### config.mk
export PLATFORM = sky130hd
export DESIGN_NAME = seg_scan_controller
export DESIGN_NICKNAME = d
export VERILOG_FILES = /design/src/rtl/seg_scan_controller.sv
export SDC_FILE = /design/constraint.sdc
export NUM_CORES = 1
export LEC_CHECK = 0
export BUFFER_PORTS_ARGS = -buffer_cell sky130_fd_sc_hd__buf_2
export CORE_MARGIN = 2
export CORE_UTILIZATION = 61
export DETAILED_ROUTE_END_ITERATION = 10
export PLACE_DENSITY = 0.82
export SLEW_MARGIN = 20
export SYNTH_ARGS = -nofsm -noshare
export SYNTH_HDL_FRONTEND = slang
export SYNTH_SLANG_ARGS = --single-unit
### constraint.sdc
create_clock -name clk -period 6.55 [get_ports clk]
set_input_delay 1.31 -clock clk [delete_from_list [all_inputs] [get_ports clk]]
set_output_delay 1.31 -clock clk [all_outputs]
set_load 0.005 [all_outputs]
### src/rtl/seg_scan_controller.sv
// seg_scan_controller: drives one shared excess-3 seven-segment decoder
// across NUM_DIGITS common-anode digits. Each digit is preceded by a
// blanking gap with all anodes off, which prevents ghosting. The frame is
// double-buffered: loads made while scanning land in a shadow frame, and the
// shadow frame becomes active only at the end of a complete frame.
module seg_scan_controller #(
    parameter int NUM_DIGITS   = 4,
    parameter int SHOW_CYCLES  = 50000,
    parameter int BLANK_CYCLES = 500
) (
    input  logic                    clk,
    input  logic                    rst,
    input  logic                    enable,
    input  logic                    load,
    input  logic [3*NUM_DIGITS-1:0] digits_in,
    output logic [2:0]              num,
    output logic [NUM_DIGITS-1:0]   an,
    output logic                    pending,
    output logic                    frame_done
);

    localparam int MAXC = (SHOW_CYCLES > BLANK_CYCLES) ? SHOW_CYCLES : BLANK_CYCLES;
    localparam int CW   = $clog2(MAXC + 1);
    localparam int IW   = (NUM_DIGITS > 1) ? $clog2(NUM_DIGITS) : 1;

    localparam logic [CW-1:0] SHOW_LAST  = CW'(SHOW_CYCLES - 1);
    localparam logic [CW-1:0] BLANK_LAST = CW'(BLANK_CYCLES - 1);
    localparam logic [IW-1:0] IDX_LAST   = IW'(NUM_DIGITS - 1);
    localparam logic [2:0]    XS3_ZERO   = 3'b011;

    typedef enum logic [1:0] {IDLE, BLANK, SHOW} state_t;

    state_t                       state, nstate;
    logic [IW-1:0]                idx, nidx;
    logic [CW-1:0]                cnt, ncnt;
    logic                         commit;

    logic [NUM_DIGITS-1:0][2:0]   active, shadow;
    logic [NUM_DIGITS-1:0][2:0]   nactive, nshadow;
    logic                         npending;

    logic [NUM_DIGITS-1:0]        nan;
    logic [2:0]                   nnum;
    logic                         nfd;

    // Scan sequencing: IDLE -> BLANK -> SHOW -> BLANK ... with per-state
    // cycle counter and digit index. Dropping enable aborts straight to IDLE.
    always_comb begin
        nstate = state;
        nidx   = idx;
        ncnt   = cnt + 1'b1;
        commit = 1'b0;
        case (state)
            IDLE: begin
                nidx = '0;
                ncnt = '0;
                if (enable)
                    nstate = BLANK;
            end
            BLANK: begin
                if (cnt == BLANK_LAST) begin
                    nstate = SHOW;
                    ncnt   = '0;
                end
            end
            SHOW: begin
                if (cnt == SHOW_LAST) begin
                    nstate = BLANK;
                    ncnt   = '0;
                    if (idx == IDX_LAST) begin
                        nidx   = '0;
                        commit = 1'b1;
                    end else begin
                        nidx = idx + 1'b1;
                    end
                end
            end
            default: begin
                nstate = IDLE;
                nidx   = '0;
                ncnt   = '0;
            end
        endcase
        if (!enable) begin
            nstate = IDLE;
            nidx   = '0;
            ncnt   = '0;
            commit = 1'b0;
        end
    end

    // Frame buffering. The end-of-frame swap applies first, so a load on the
    // commit cycle overrides any older shadow data.
    always_comb begin
        nactive  = active;
        nshadow  = shadow;
        npending = pending;
        if (commit && pending) begin
            nactive  = shadow;
            npending = 1'b0;
        end
        if (load) begin
            if (state == IDLE || commit) begin
                nactive  = digits_in;
                nshadow  = digits_in;
                npending = 1'b0;
            end else begin
                nshadow  = digits_in;
                npending = 1'b1;
            end
        end
    end

    // Output decode from the next state, so that an/num/frame_done are
    // registered and line up with the state they describe.
    always_comb begin
        nan = '1;
        for (int i = 0; i < NUM_DIGITS; i++)
            nan[i] = !((nstate == SHOW) && (nidx == IW'(i)));
        nnum = nactive[nidx];
        nfd  = (nstate == SHOW) && (nidx == IDX_LAST) && (ncnt == SHOW_LAST);
    end

    // FSM state register.
    always_ff @(posedge clk) begin
        if (rst) begin
            state <= IDLE;
            idx   <= '0;
            cnt   <= '0;
        end else begin
            state <= nstate;
            idx   <= nidx;
            cnt   <= ncnt;
        end
    end

    // Active/shadow frame storage and pending flag.
    always_ff @(posedge clk) begin
        if (rst) begin
            active  <= {NUM_DIGITS{XS3_ZERO}};
            shadow  <= {NUM_DIGITS{XS3_ZERO}};
            pending <= 1'b0;
        end else begin
            active  <= nactive;
            shadow  <= nshadow;
            pending <= npending;
        end
    end

    // Registered display outputs.
    always_ff @(posedge clk) begin
        if (rst) begin
            an         <= '1;
            num        <= XS3_ZERO;
            frame_done <= 1'b0;
        end else begin
            an         <= nan;
            num        <= nnum;
            frame_done <= nfd;
        end
    end

endmodule

### Word level (Yosys, flattened, before mapping)

Index checks and enable logic that the tools add are counted.

| storage, ports and cells | value |
|---|---|
| bits of input ports | 16 |
| output and inout bits | 9 |
| word-level logic and storage cells | 66 |
| bits in read-only memories | 0 |
| memories kept | 0 |
| flip-flop bits (word level) | 53 |
| bits in latches | 0 |
| RAM bits | 0 |

| operators by class | value |
|---|---|
| muxes and demuxes | 24 |
| $mul | 0 |
| reductions and logical operators | 14 |
| order comparisons | 1 |
| eq/ne operators | 10 |
| add/sub/neg operators | 2 |
| shift operators | 0 |
| div/mod/pow operators | 0 |
| bitwise gates (word level) | 0 |

Operators with widths:

| cell | number |
|---|---|
| two-way mux 16 bit | 3 |
| two-way mux 12 bit | 3 |
| equality test 16 bit, second input constant | 2 |
| case mux 16 bit (2 select lines) | 1 |
| adder 16 x 1 -> 16 bit, second input constant | 1 |
| equality test 16 x 9 -> 1 bit, second input constant | 1 |
| two-way mux 2 bit | 6 |
| equality test 2 bit, second input constant | 5 |
| two-way mux 1 bit | 7 |
| binary-select mux 3 bit (select 2 bit) | 1 |
| logical AND 1 bit | 6 |
| case mux 2 bit (3 select lines) | 1 |
| equality test 2 x 1 -> 1 bit, second input constant | 2 |
| logical NOT 1 bit | 4 |
| logical NOT 2 bit | 2 |
| case mux 2 bit (2 select lines) | 1 |
| < comparator 2 x 3 -> 1 bit, second input constant | 1 |
| two-way mux 3 bit | 1 |
| adder 2 x 1 -> 2 bit, second input constant | 1 |
| nonzero test 2 bit | 1 |
| logical OR 1 bit | 1 |

### Depth between registers and ports, before layout

Gate-level depths: netlist (run 1).

| depth | value |
|---|---|
| word-level depth | 11 |
| gate-level depth with buffers | 9 |

### Worst setup path after synthesis (run 1)

OpenSTA, ideal clock, no wires.

| path | value |
|---|---|
| path kind | input to register |
| start point | input port enable |
| end point | register num[0] |
| setup slack | 4033 ps |
| buffers on the path | 1 |
| arrival time | 2391 ps |
| data required time | 6424 ps |
| stages | 6 |
| cells stage by stage | and3_1 -> a32oi_4 -> buf_2 -> nand3_1 -> a31oi_1 -> nand4_1 |

| on the way | value |
|---|---|
| longest elaborated chain between the ends | 7 |
| elaborated cells between the ends (all ways) | 9 |

RTL lines:

| what | RTL line | source |
|---|---|---|
| start, declared | 13 | `input logic enable,` |
| two-way mux 1 bit | 84 | `if (!enable) begin` |
| logical AND 1 bit | 98 | `if (commit && pending) begin` |
| two-way mux 12 bit | 98 |  |
| two-way mux 12 bit | 103 | `if (state == IDLE \|\| commit) begin` |
| two-way mux 12 bit | 102 | `if (load) begin` |
| binary-select mux 3 bit (select 2 bit) (*) | 120 | `nnum = nactive[nidx];` |
| two-way mux 3 bit (implied by the code) (*) | 120 |  |
| end signal, assigned | 158 | `num <= nnum;` |
| end, declared | 16 | `output logic [2:0] num,` |

Every way passes the cells marked *; elsewhere a longest branch is shown, timed or not. The select of a mux whose other input is x is not followed.
A chain may end at the register's enable or synchronous reset.

### Final worst setup path (run 1)

| path | value |
|---|---|
| start point | input port load |
| end point | register active[3] (netlist bit) |

| on the way | value |
|---|---|
| longest elaborated chain between the ends | 1 |

RTL lines:

| what | RTL line | source |
|---|---|---|
| start, declared | 14 | `input logic load,` |
| two-way mux 12 bit | 102 |  |
| end signal, assigned | 140 | `active <= {NUM_DIGITS{XS3_ZERO}};` |
| end signal, assigned | 144 | `active <= nactive;` |
| end, declared | 38 | `logic [NUM_DIGITS-1:0][2:0] active, shadow;` |

No other way between the ends.

==> summary.md, run 1 <==
| Metric | Value |
|---|---|
| PwrDens | 196.6 mW/mm^2 |
| Met2 usage | between 30% and 40% |
| CP endpoint kind | register |
| Post-synth ARST share | 0% |
| Worst path cell trace | buf_2 -> and3_1 -> a32oi_4 -> nand3_1 -> nor2b_1 -> or2_1 |
| Seq cells post-synth | 53 |
| Hold Vio Cnt, Final | 0 |
| Yosys warns | 0 |
| Post-synth cell types | 50 |
| Most frequent cells in the layout | dfxtp_1 (53), nor2_1 (38), nand3_1 (25), buf_2 (24), nor2b_1 (16) |
| Fill cells | around 360 |
| Core Box Area | 0.004294 mm^2 |
| Largest net degree at the start of global routing | 34 |
| Cell Area, Synth | 0.002698 mm^2 |
| Vias per cell | 5.928 |
| Synth Area per Inst | between 9 and 10 um^2 |
| Leakage | 1.002 nW |
| Number of synthesized flops with an enable pin | 0 |
| Worst relative slew slack | 51.86% |
| CTS Buf Count | 5 |
| Area growth syn-to-layout | 7.143% |
| Die W | around 70 um |
| Worst vdd ir | 0.1185 mV |
| Fin cells | 363 |
| Max-capacitance violation count | 0 |
| Instance count of the mapped netlist | 297 |
| CP arrival | ~3.0 ns |
| Syn Nets | 319 |
| Commonest non-fill, non-tap cell in the layout | dfxtp_1 |
| Nets | roughly 330 |
| Clock root cell | clkbuf_8 |
| Status | complete, no violations |
| Reg2Reg Depth | 7 |
| CTS resizes | 0 |
| Hold path cells | 1 |
| Delay-heaviest family, CP | simple AND/OR/NAND/NOR gates |
| Worst skew pair latency | 0.30 ns |
| Grt met3 use | ~3.2% |
| Clock sink total | 53 |
| Via count of the routed design | 2152 |
| Post-DP HPWL | 3.835 mm |
| Final Cycle Share | 43.44% |
| CP Capture Point | active[3] |
| Slowest CP cell | a32oi_4 |
| Worst Hold Class | register to register |
| Residual DRC | 0 |
| CP startpoint | load |
| # setup viols final | 0 |
| Routed wire length | 5.456 mm |
| Final slew viol count | 0 |
| Top FF cell, synth | dfxtp_1 |
| 1st-iter DRT viols | 188 |
| Initial cell density of the core | 62.82% |
| CP Depth | 6 |
| DR pass1 iterations | 4 |
| Worst-path maximum fanout | 27 |
| Routability cong. | 0.8198 |
| Worst R2R Start | cnt[0] |
| All-layer global routing usage | 22.67% |
| I/O pins | 25 |
| Total power | 0.5682 mW |
| Max Clock Skew | 0.008842 ns |
| Register area share after synthesis | 39.33% |
| CP Data Required Time | 6.75 ns |
| Fmax achieved | 351.4 MHz |
| Die Footprint | 0.004970 mm^2 |
| Gr ovfl total | 0 |
| Hold Buf Count CTS | 0 |
| Antenna cells | 0 |
| Vias in the first global route | 1944 |
| Die height | roughly 71 um |
| Slowest stage delay, CP | 0.65 ns |
| Worst setup SP type | primary input |
| Worst R2R End | num[1] |
| Post-CTS Setup Inserts | 0 |
| Fin crit period | 2.846 ns |
| Post-route ant nets | 0 |
| Rows | 24 |
| Maximum buffer depth of the clock tree | 2 |
| Wire length per cell | 15.03 um |
| Worst R2R Setup Slack | 3.84 ns |
| Cells after DPL | 356 |
| IO Port Bufs | 24 |
| Setup TNS | 0 ns |
| Met1 Resource Use GR | 31.67% |
| Slew @ Worst Pin | between 0.7 and 0.8 ns |
| Antenna violations before repair | 0 |
| First-pass GRT wire length | 9.004 mm |
| Setup Crit Path Kind | primary input to register |
| CTS tree | yes |
| H-tree depth | 2 |
| Layout cells sized above 1 | around 14% |
| Buf/Inv on CP | 1 |
| Reg clk slew, reported paths | 0.09 ns |
| GRT busiest layer | met2 |
| RSZ-0062 raised after global routing | false |
==> flip-flops by register name, indices dropped and copies added, names as in the netlist <==
name        flops
idx             2
shadow         12
state           2
num             3
pending         1
cnt            16
an              4
frame_done      1
active         12
==> power by group <==
part,internal (mW),switching (mW)
logic,0.0208,0.0258
clock network,0.0841,0.0990
registers,0.334,0.00482
==> layout make-up <==
cell class	count	area (um^2)	share of cell area [%]
inverters	5	18.77	0.6494
repair buffers	24	120.1	4.156
clock buffers	7	86.33	2.987
multi-input cells	222	1539	53.25
flip-flops and latches	53	1061	36.71
well taps	52	65.06	2.251
==> worst min-delay path by stage <==
stage                      start     end  slack (ns)
after global placement    cnt[0]  cnt[0]        0.45
after global routing      cnt[0]  cnt[0]        0.53
final                     cnt[0]  cnt[0]        0.48
after floorplan           cnt[0]  cnt[0]        0.43
after CTS                 cnt[0]  cnt[0]        0.48
after detailed placement  cnt[0]  cnt[0]        0.46
==> kinds of logic (layout without fill, tap and decap cells) <==
logic type,after synthesis,in the layout,share of synthesized area [%]
xor+xnor,14,14,4.546
simple gates,147,147,32.51
compound gates,48,48,14.61
mux,7,7,2.598
flops,53,53,39.33
buf+inv,22,36,3.618
fa+ha+maj,6,6,2.783
==> stage by stage <==
step / util [%] / setup slack [ns] / hold WS [ns] / area [um^2]
final: 67.31 / 3.705 / 0.4755 / 2890
after global routing: 67.31 / 3.524 / 0.5289 / 2890
after CTS: 67.31 / 3.719 / 0.4795 / 2890
after detailed placement: 65.30 / 3.390 / 0.4586 / 2804
after floorplan: - / 4.033 / 0.4328 / 2698
after global placement: 65.30 / 3.482 / 0.4513 / 2804
==> per-layer routing <==
metal	share of wire (%)	routed length [um]
met4	1.8	100
met2	46	2484
met3	6.1	334
met1	46	2536
met5	0	0
==> cell usage after synthesis (2+ instances only) <==
library cell,instances,share of area (%)
dfxtp_1,53,39
nor2_1,38,5.3
nand3_1,25,4.6
nor2b_1,16,3.7
nand2_1,15,2.1
a211o_1,14,4.5
o21ai_0,13,2.4
clkbuf_1,9,1.3
nand4_1,8,1.9
or2_1,8,1.9
xor2_1,8,2.6
mux2i_1,7,2.6
nand3b_1,7,1.9
buf_2,6,1.1
ha_1,6,2.8
xnor2_1,6,1.9
and4_1,5,1.6
inv_1,5,0.70
nor3b_1,5,1.4
a21oi_1,4,0.74
a31oi_1,3,0.70
a211oi_1,2,0.56
a21o_1,2,0.56
a41o_1,2,0.74
a41oi_1,2,0.65
nand2b_1,2,0.46
nand4b_1,2,0.65
nor3b_4,2,1.4
Note: power is estimated with default switching activity, not from simulation.
==> run 2: changes to the inputs <==
--- a/config.mk
+++ b/config.mk
@@ -7,9 +7,9 @@
 export LEC_CHECK = 0
 export BUFFER_PORTS_ARGS = -buffer_cell sky130_fd_sc_hd__buf_2
 export CORE_MARGIN = 2
-export CORE_UTILIZATION = 61
+export CORE_UTILIZATION = 59
 export DETAILED_ROUTE_END_ITERATION = 10
-export PLACE_DENSITY = 0.82
+export PLACE_DENSITY = 0.79
 export SLEW_MARGIN = 20
 export SYNTH_ARGS = -nofsm -noshare
 export SYNTH_HDL_FRONTEND = slang
==> constraint.sdc (replaced) <==
create_clock -name clk -period 2.8 [get_ports clk]
set_input_delay 0.56 -clock clk [delete_from_list [all_inputs] [get_ports clk]]
set_output_delay 0.56 -clock clk [all_outputs]
set_load 0.005 [all_outputs]
==> summary.md, run 2 (synthesized netlist as in run 1, its figures left out) <==
| Metric | Value |
|---|---|
| Rows | 24 (unchanged) |
| Gr ovfl total | 0 (unchanged) |
| Worst Slack Setup Final | 0.3689 ns (was 3.705 ns) |
| # setup viols final | 0 (unchanged) |
| Vias per cell | 5.943 (was 5.928) |
| Final slew viol count | 0 (unchanged) |
| Buf/Inv on CP | 0 (was 1) |
| Routability cong. | 0.8269 (was 0.8198) |
| DR pass1 iterations | 4 (unchanged) |
| Reg2Reg Depth | 7 (unchanged) |
| Core Box Area | 0.004384 mm^2 (was 0.004294 mm^2) |
| Fmax achieved | a little over 400 MHz |
| Leakage | 1.045 nW (was 1.002 nW) |
| Antenna violations before repair | 0 (unchanged) |
| Setup Crit Path Kind | register to register (was primary input to register) |
| Worst Hold Class | primary input to register (was register to register) |
| I/O pins | 25 (unchanged) |
| Die Footprint | 0.005129 mm^2 (was 0.004970 mm^2) |
| Die W | 71.62 um (was 70.50 um) |
| Pre-CTS WS | 0.4231 ns (was 3.390 ns) |
| Slowest CP cell | a32oi_4 (unchanged) |
| Antenna cells | 0 (unchanged) |
| Max Clock Skew | 0.009320 ns (was 0.008842 ns) |
| CTS Buf Count | 5 (unchanged) |
| Delay-heaviest family, CP | simple AND/OR/NAND/NOR gates (unchanged) |
| RSZ-0062 raised after global routing | false (unchanged) |
| Commonest non-fill, non-tap cell in the layout | dfxtp_1 (unchanged) |
| Clock root cell | clkbuf_8 (unchanged) |
| 1st-iter DRT viols | 195 (was 188) |
| CP Data Required Time | 3.00 ns (was 6.75 ns) |
| Slew @ Worst Pin | 0.7258 ns (was 0.7220 ns) |
| CP arrival | 2.64 ns (was 3.04 ns) |
| PwrDens | 483.8 mW/mm^2 (was 196.6 mW/mm^2) |
| Wire length per cell | 14.92 um (was 15.03 um) |
| Die height | 71.62 um (was 70.50 um) |
| Most frequent cells in the layout | dfxtp_1 (53), nor2_1 (38), nand3_1 (25), buf_2 (24), nor2b_1 (16) (unchanged) |
| Max reg flops | 16 (unchanged) |
| Hold Buf Count CTS | 0 (unchanged) |
| Fin crit period | 2.431 ns |
| Post-DP HPWL | 3.923 mm (was 3.835 mm) |
| Layout cells sized above 1 | 15.72% (was 13.83%) |
| Worst vdd ir | 0.3691 mV (was 0.1185 mV) |
| Via count of the routed design | 2199 (was 2152) |
| Post-route ant nets | 0 (unchanged) |
| Worst setup SP type | register (was primary input) |
| Worst relative slew slack | 51.10% (was 51.86%) |
| FF+latch area | 0.001061 mm^2 (unchanged) |
| IO Port Bufs | 24 (unchanged) |
| CP Depth | 7 (was 6) |
| Biggest regs | cnt: 16 flops, active: 12 flops, shadow: 12 flops (unchanged) |
| Setup TNS | 0 ns (unchanged) |
| Largest net degree at the start of global routing | 33 (was 34) |
| Nets | 339 (was 333) |
| Worst path cell trace | ha_1 -> and4_1 -> and4_1 -> a32oi_4 -> nand3_1 -> nor2b_1 -> or2_1 (was buf_2 -> and3_1 -> a32oi_4 -> nand3_1 -> nor2b_1 -> or2_1) |
| Slowest stage delay, CP | 0.65 ns (about the same) |
| H-tree depth | 2 (unchanged) |
| Area growth syn-to-layout | 9.926% (was 7.143%) |
| Maximum buffer depth of the clock tree | 2 (unchanged) |
| Reg with most FFs | cnt (unchanged) |
| CP most frequent cell | and4_1 |
| Final Cycle Share | a little under 90% |
| Post-CTS Setup Inserts | 0 (unchanged) |
| Initial cell density of the core | 61.53% (was 62.82%) |
| WHS | 0.4734 ns (was 0.4755 ns) |
| CP endpoint kind | register (unchanged) |
| Residual DRC | 0 (unchanged) |
| Reg clk slew, reported paths | 0.09 ns (about the same) |
| Hold path cells | 2 (was 1) |
| CTS tree | yes (unchanged) |
| Multi-input gate area | 0.001539 mm^2 (unchanged) |
| Worst R2R Setup Slack | 0.37 ns (was 3.84 ns) |
| Status | complete, no violations (unchanged) |
| Routed wire length | 5.522 mm (was 5.456 mm) |
| Worst-path maximum fanout | 27 (unchanged) |
| All-layer global routing usage | 23.33% (was 22.67%) |
| Max-capacitance violation count | 0 (unchanged) |
| CTS resizes | 0 (unchanged) |
| First-pass GRT wire length | 9.418 mm (was 9.004 mm) |
| Clock sink total | 53 (unchanged) |
| Fill cells | 359 (unchanged) |
| Hold Vio Cnt, Final | 0 (unchanged) |
| Worst skew pair latency | 0.30 ns (about the same) |
| Vias in the first global route | 2047 (was 1944) |
-- run 2: final cells by class --
| class | count | area share (%) |
|---|---|---|
| repair buffers | 30 | 5.570 |
| inverters | 5 | 0.6329 |
| multi-input cells | 222 | 51.90 |
| flip-flops and latches | 53 | 35.78 |
| clock buffers | 7 | 2.911 |
| well taps | 52 | 2.194 |
| clock inverters | 1 | 1.013 |
-- run 2: worst paths after layout --
check	start	endpoint
worst max-delay path	cnt[0]	active[6]
worst min-delay path	digits_in[10]	shadow[10]
worst max register to register	cnt[0]	active[6]
worst min register to register	cnt[0]	cnt[0]
-- run 2: power breakdown --
group / switching [mW] / internal (mW) / total (mW)
Sequential: 0.0112 / 0.781 / 0.792
Combinational: 0.0602 / 0.0506 / 0.111
Clock: 0.240 / 0.292 / 0.532
Total: 0.312 / 1.12 / 1.43
-- run 2: through the flow --
step | power [mW] | instances | utilization, % | instance area, um^2
2_1_floorplan | 0.8849 | 297 | - | 2698
3_3_place_gp | 0.9160 | 362 | 64.98 | 2849
3_5_place_dp | 0.9197 | 362 | 64.98 | 2849
4_1_cts | 1.448 | 370 | 67.64 | 2965
5_1_grt | 1.490 | 370 | 67.64 | 2965
6_report | 1.435 | 370 | 67.64 | 2965
-- run 2: layer usage --
layer | GRT usage, % | vias to the layer above | part of all wire (%)
met3 | 4.923 | 7 | 5.8
met2 | 35.08 | 65 | 44
met1 | 33.30 | 1020 | 49
met4 | 8.176 | 0 | 1.5
li1 | - | 1107 | -
met5 | 0 | - | 0
==> run 3: changes to the inputs <==
==> constraint.sdc (replaced) <==
create_clock -name clk -period 2.8 [get_ports clk]
set_input_delay 0 -clock clk [delete_from_list [all_inputs] [get_ports clk]]
set_output_delay 0 -clock clk [all_outputs]
set_load 0.005 [all_outputs]
==> summary.md, run 3 (synthesized netlist as in run 1, its figures left out) <==
| Metric | Value |
|---|---|
| Die W | 71.62 um (unchanged) |
| Die height | 71.62 um (unchanged) |
| Total power | 1.452 mW (was 1.435 mW) |
| # setup viols final | 0 (unchanged) |
| Largest net degree at the start of global routing | 34 (was 33) |
| DR pass1 iterations | 4 (unchanged) |
| Max Clock Skew | 0.007639 ns (was 0.009320 ns) |
| Fill cells | 347 (was 359) |
| Rows | 24 (unchanged) |
| Via count of the routed design | 2211 (was 2199) |
| Worst-path maximum fanout | 27 (unchanged) |
| CTS Buf Count | 5 (unchanged) |
| Antenna cells | 0 (unchanged) |
| CP Data Required Time | 3.01 ns (was 3.00 ns) |
| CP arrival | 2.62 ns (was 2.64 ns) |
| IO Port Bufs | 24 (unchanged) |
| Worst relative slew slack | 50.38% (was 51.10%) |
| Antenna violations before repair | 0 (unchanged) |
| GRT busiest layer | met1 (was met2) |
| Worst hold endpoint | shadow[5] (was shadow[10]) |
| I/O pins | 25 (unchanged) |
| Setup TNS | 0 ns (unchanged) |
| Biggest regs | cnt: 16 flops, active: 12 flops, shadow: 12 flops (unchanged) |
| Max reg flops | 16 (unchanged) |
| Critical hold path startpoint | rst (was digits_in[10]) |
| Post-route ant nets | 0 (unchanged) |
| Residual DRC | 0 (unchanged) |
| Nets | 349 (was 339) |
| CTS resizes | 0 (unchanged) |
| Met1 Resource Use GR | 35.45% (was 33.30%) |
| Maximum buffer depth of the clock tree | 2 (unchanged) |
| Slowest CP cell | a32oi_4 (unchanged) |
| Vias per cell | 5.818 (was 5.943) |
| CP Depth | 7 (unchanged) |
| Clock root cell | clkbuf_8 (unchanged) |
| Worst setup SP type | register (unchanged) |
| CP most frequent cell | and4_1 (unchanged) |
| Worst R2R Setup Slack | 0.39 ns (was 0.37 ns) |
| Reg2Reg Depth | 7 (unchanged) |
| Slew @ Worst Pin | 0.7443 ns (was 0.7258 ns) |
| Wire length per cell | 14.64 um (was 14.92 um) |
| Leakage | 1.084 nW (was 1.045 nW) |
| Reg with most FFs | cnt (unchanged) |
| Worst R2R Start | cnt[0] (unchanged) |
| Slowest stage delay, CP | 0.67 ns (was 0.65 ns) |
| H-tree depth | 2 (unchanged) |
| Hold path cells | 2 (unchanged) |
| 1st-iter DRT viols | 153 (was 195) |
| WHS | 0.1681 ns (was 0.4734 ns) |
| Fin crit period | 2.413 ns (was 2.431 ns) |
| Initial cell density of the core | 61.53% (unchanged) |
| PwrDens | 472.5 mW/mm^2 (was 483.8 mW/mm^2) |
| Buf/Inv on CP | 0 (unchanged) |
| Status | complete, no violations (unchanged) |
| Post-DP HPWL | 3.739 mm (was 3.923 mm) |
| RSZ-0062 raised after global routing | false (unchanged) |
| First-pass GRT wire length | 9.570 mm (was 9.418 mm) |
| Area growth syn-to-layout | 13.91% (was 9.926%) |
| Hold Vio Cnt, Final | 0 (unchanged) |
| CP endpoint kind | register (unchanged) |
| Worst skew pair latency | 0.31 ns (was 0.30 ns) |
| Fmax achieved | 414.4 MHz (was 411.3 MHz) |
| All-layer global routing usage | 23.70% (was 23.33%) |
| Final Cycle Share | 86.18% (was 86.83%) |
| Routability cong. | 0.8046 (was 0.8269) |
| Vias in the first global route | 2060 (was 2047) |
| CTS tree | yes (unchanged) |
| Routed wire length | 5.562 mm (was 5.522 mm) |
| Die Footprint | 0.005129 mm^2 (unchanged) |
| Reg clk slew, reported paths | 0.09 ns (about the same) |
| Final slew viol count | 0 (unchanged) |
| Grt met3 use | 4.219% (was 4.923%) |
| Setup Crit Path Kind | register to register (unchanged) |
| Gr ovfl total | 0 (unchanged) |
| Clock sink total | 53 (unchanged) |
| Worst vdd ir | 0.3077 mV (was 0.3691 mV) |
| Delay-heaviest family, CP | simple AND/OR/NAND/NOR gates (unchanged) |
| Max-capacitance violation count | 0 (unchanged) |
| Layout cells sized above 1 | 14.33% (was 15.72%) |
| Worst R2R End | active[3] (was active[6]) |
| Worst Hold Class | primary input to register (unchanged) |
| Core Box Area | 0.004384 mm^2 (unchanged) |
| Commonest non-fill, non-tap cell in the layout | dfxtp_1 (unchanged) |
| Most frequent cells in the layout | dfxtp_1 (53), nor2_1 (38), nand3_1 (25), buf_2 (24), nor2b_1 (16) (unchanged) |
| Worst path cell trace | ha_1 -> and4_1 -> and4_1 -> a32oi_4 -> nand3_1 -> nor2b_1 -> or2_1 (unchanged) |
| Met2 usage | 35.08% (unchanged) |
[run 3: how the worst max path moves through the flow]
stage / start / endpoint / slack (ns)
after floorplan: cnt[0] / num[0] / 0.71
after global placement: cnt[0] / active[3] / 0.50
after detailed placement: cnt[0] / active[7] / 0.40
after CTS: cnt[0] / num[2] / 0.39
after global routing: cnt[0] / active[6] / 0.13
final: cnt[0] / active[3] / 0.39
[run 3: metal layers]
layer	wire length [um]	vias up	part of all wire, %
met1	2878	1031	52
met3	251	3	4.5
met2	2397	47	43
met5	0	-	0
li1	-	1130	-
met4	35	0	0.63
[run 3: what timing repair did]
action,in CTS,in global routing
hold endpoints to repair,13,0
hold buffers,13,0
setup buffers,0,0
[run 3: power breakdown]
group	internal, mW	switching (mW)	total (mW)
Clock	0.292	0.245	0.537
Sequential	0.781	0.0114	0.792
Combinational	0.0606	0.0624	0.123
Total	1.13	0.319	1.45
[run 3: cell type report]
class	instances	area, um^2	area share (%)
Multi-Input combinational cell	222	1539	50.08
Sequential cell	53	1061	34.53
Timing Repair Buffer	40	272.8	8.876
Clock buffer	7	86.33	2.809
Tap cell	52	65.06	2.117
Clock inverter	1	30.03	0.9772
Inverter	5	18.77	0.6107
[run 3: metrics by stage]
| stage | util [%] | std cells | setup WS (ns) | instance area [um^2] |
|---|---|---|---|---|
| final | 70.09 | 380 | 0.3870 | 3073 |
| after global routing | 70.09 | 380 | 0.1347 | 3073 |
| after CTS | 70.09 | 380 | 0.3881 | 3073 |
| after detailed placement | 64.47 | 359 | 0.4027 | 2826 |
| after global placement | 64.47 | 359 | 0.4968 | 2826 |
| after floorplan | - | 297 | 0.7090 | 2698 |
[run 3: worst reg2reg max path, delay by kind of cell (launching register included)]
family                   cells  cell delay, ns
AO/OA/AOI/OAI                1            0.67
adder cells (fa/ha/maj)      1            0.26
flip-flops                   1            0.35
AND/OR/NAND/NOR              5            1.04
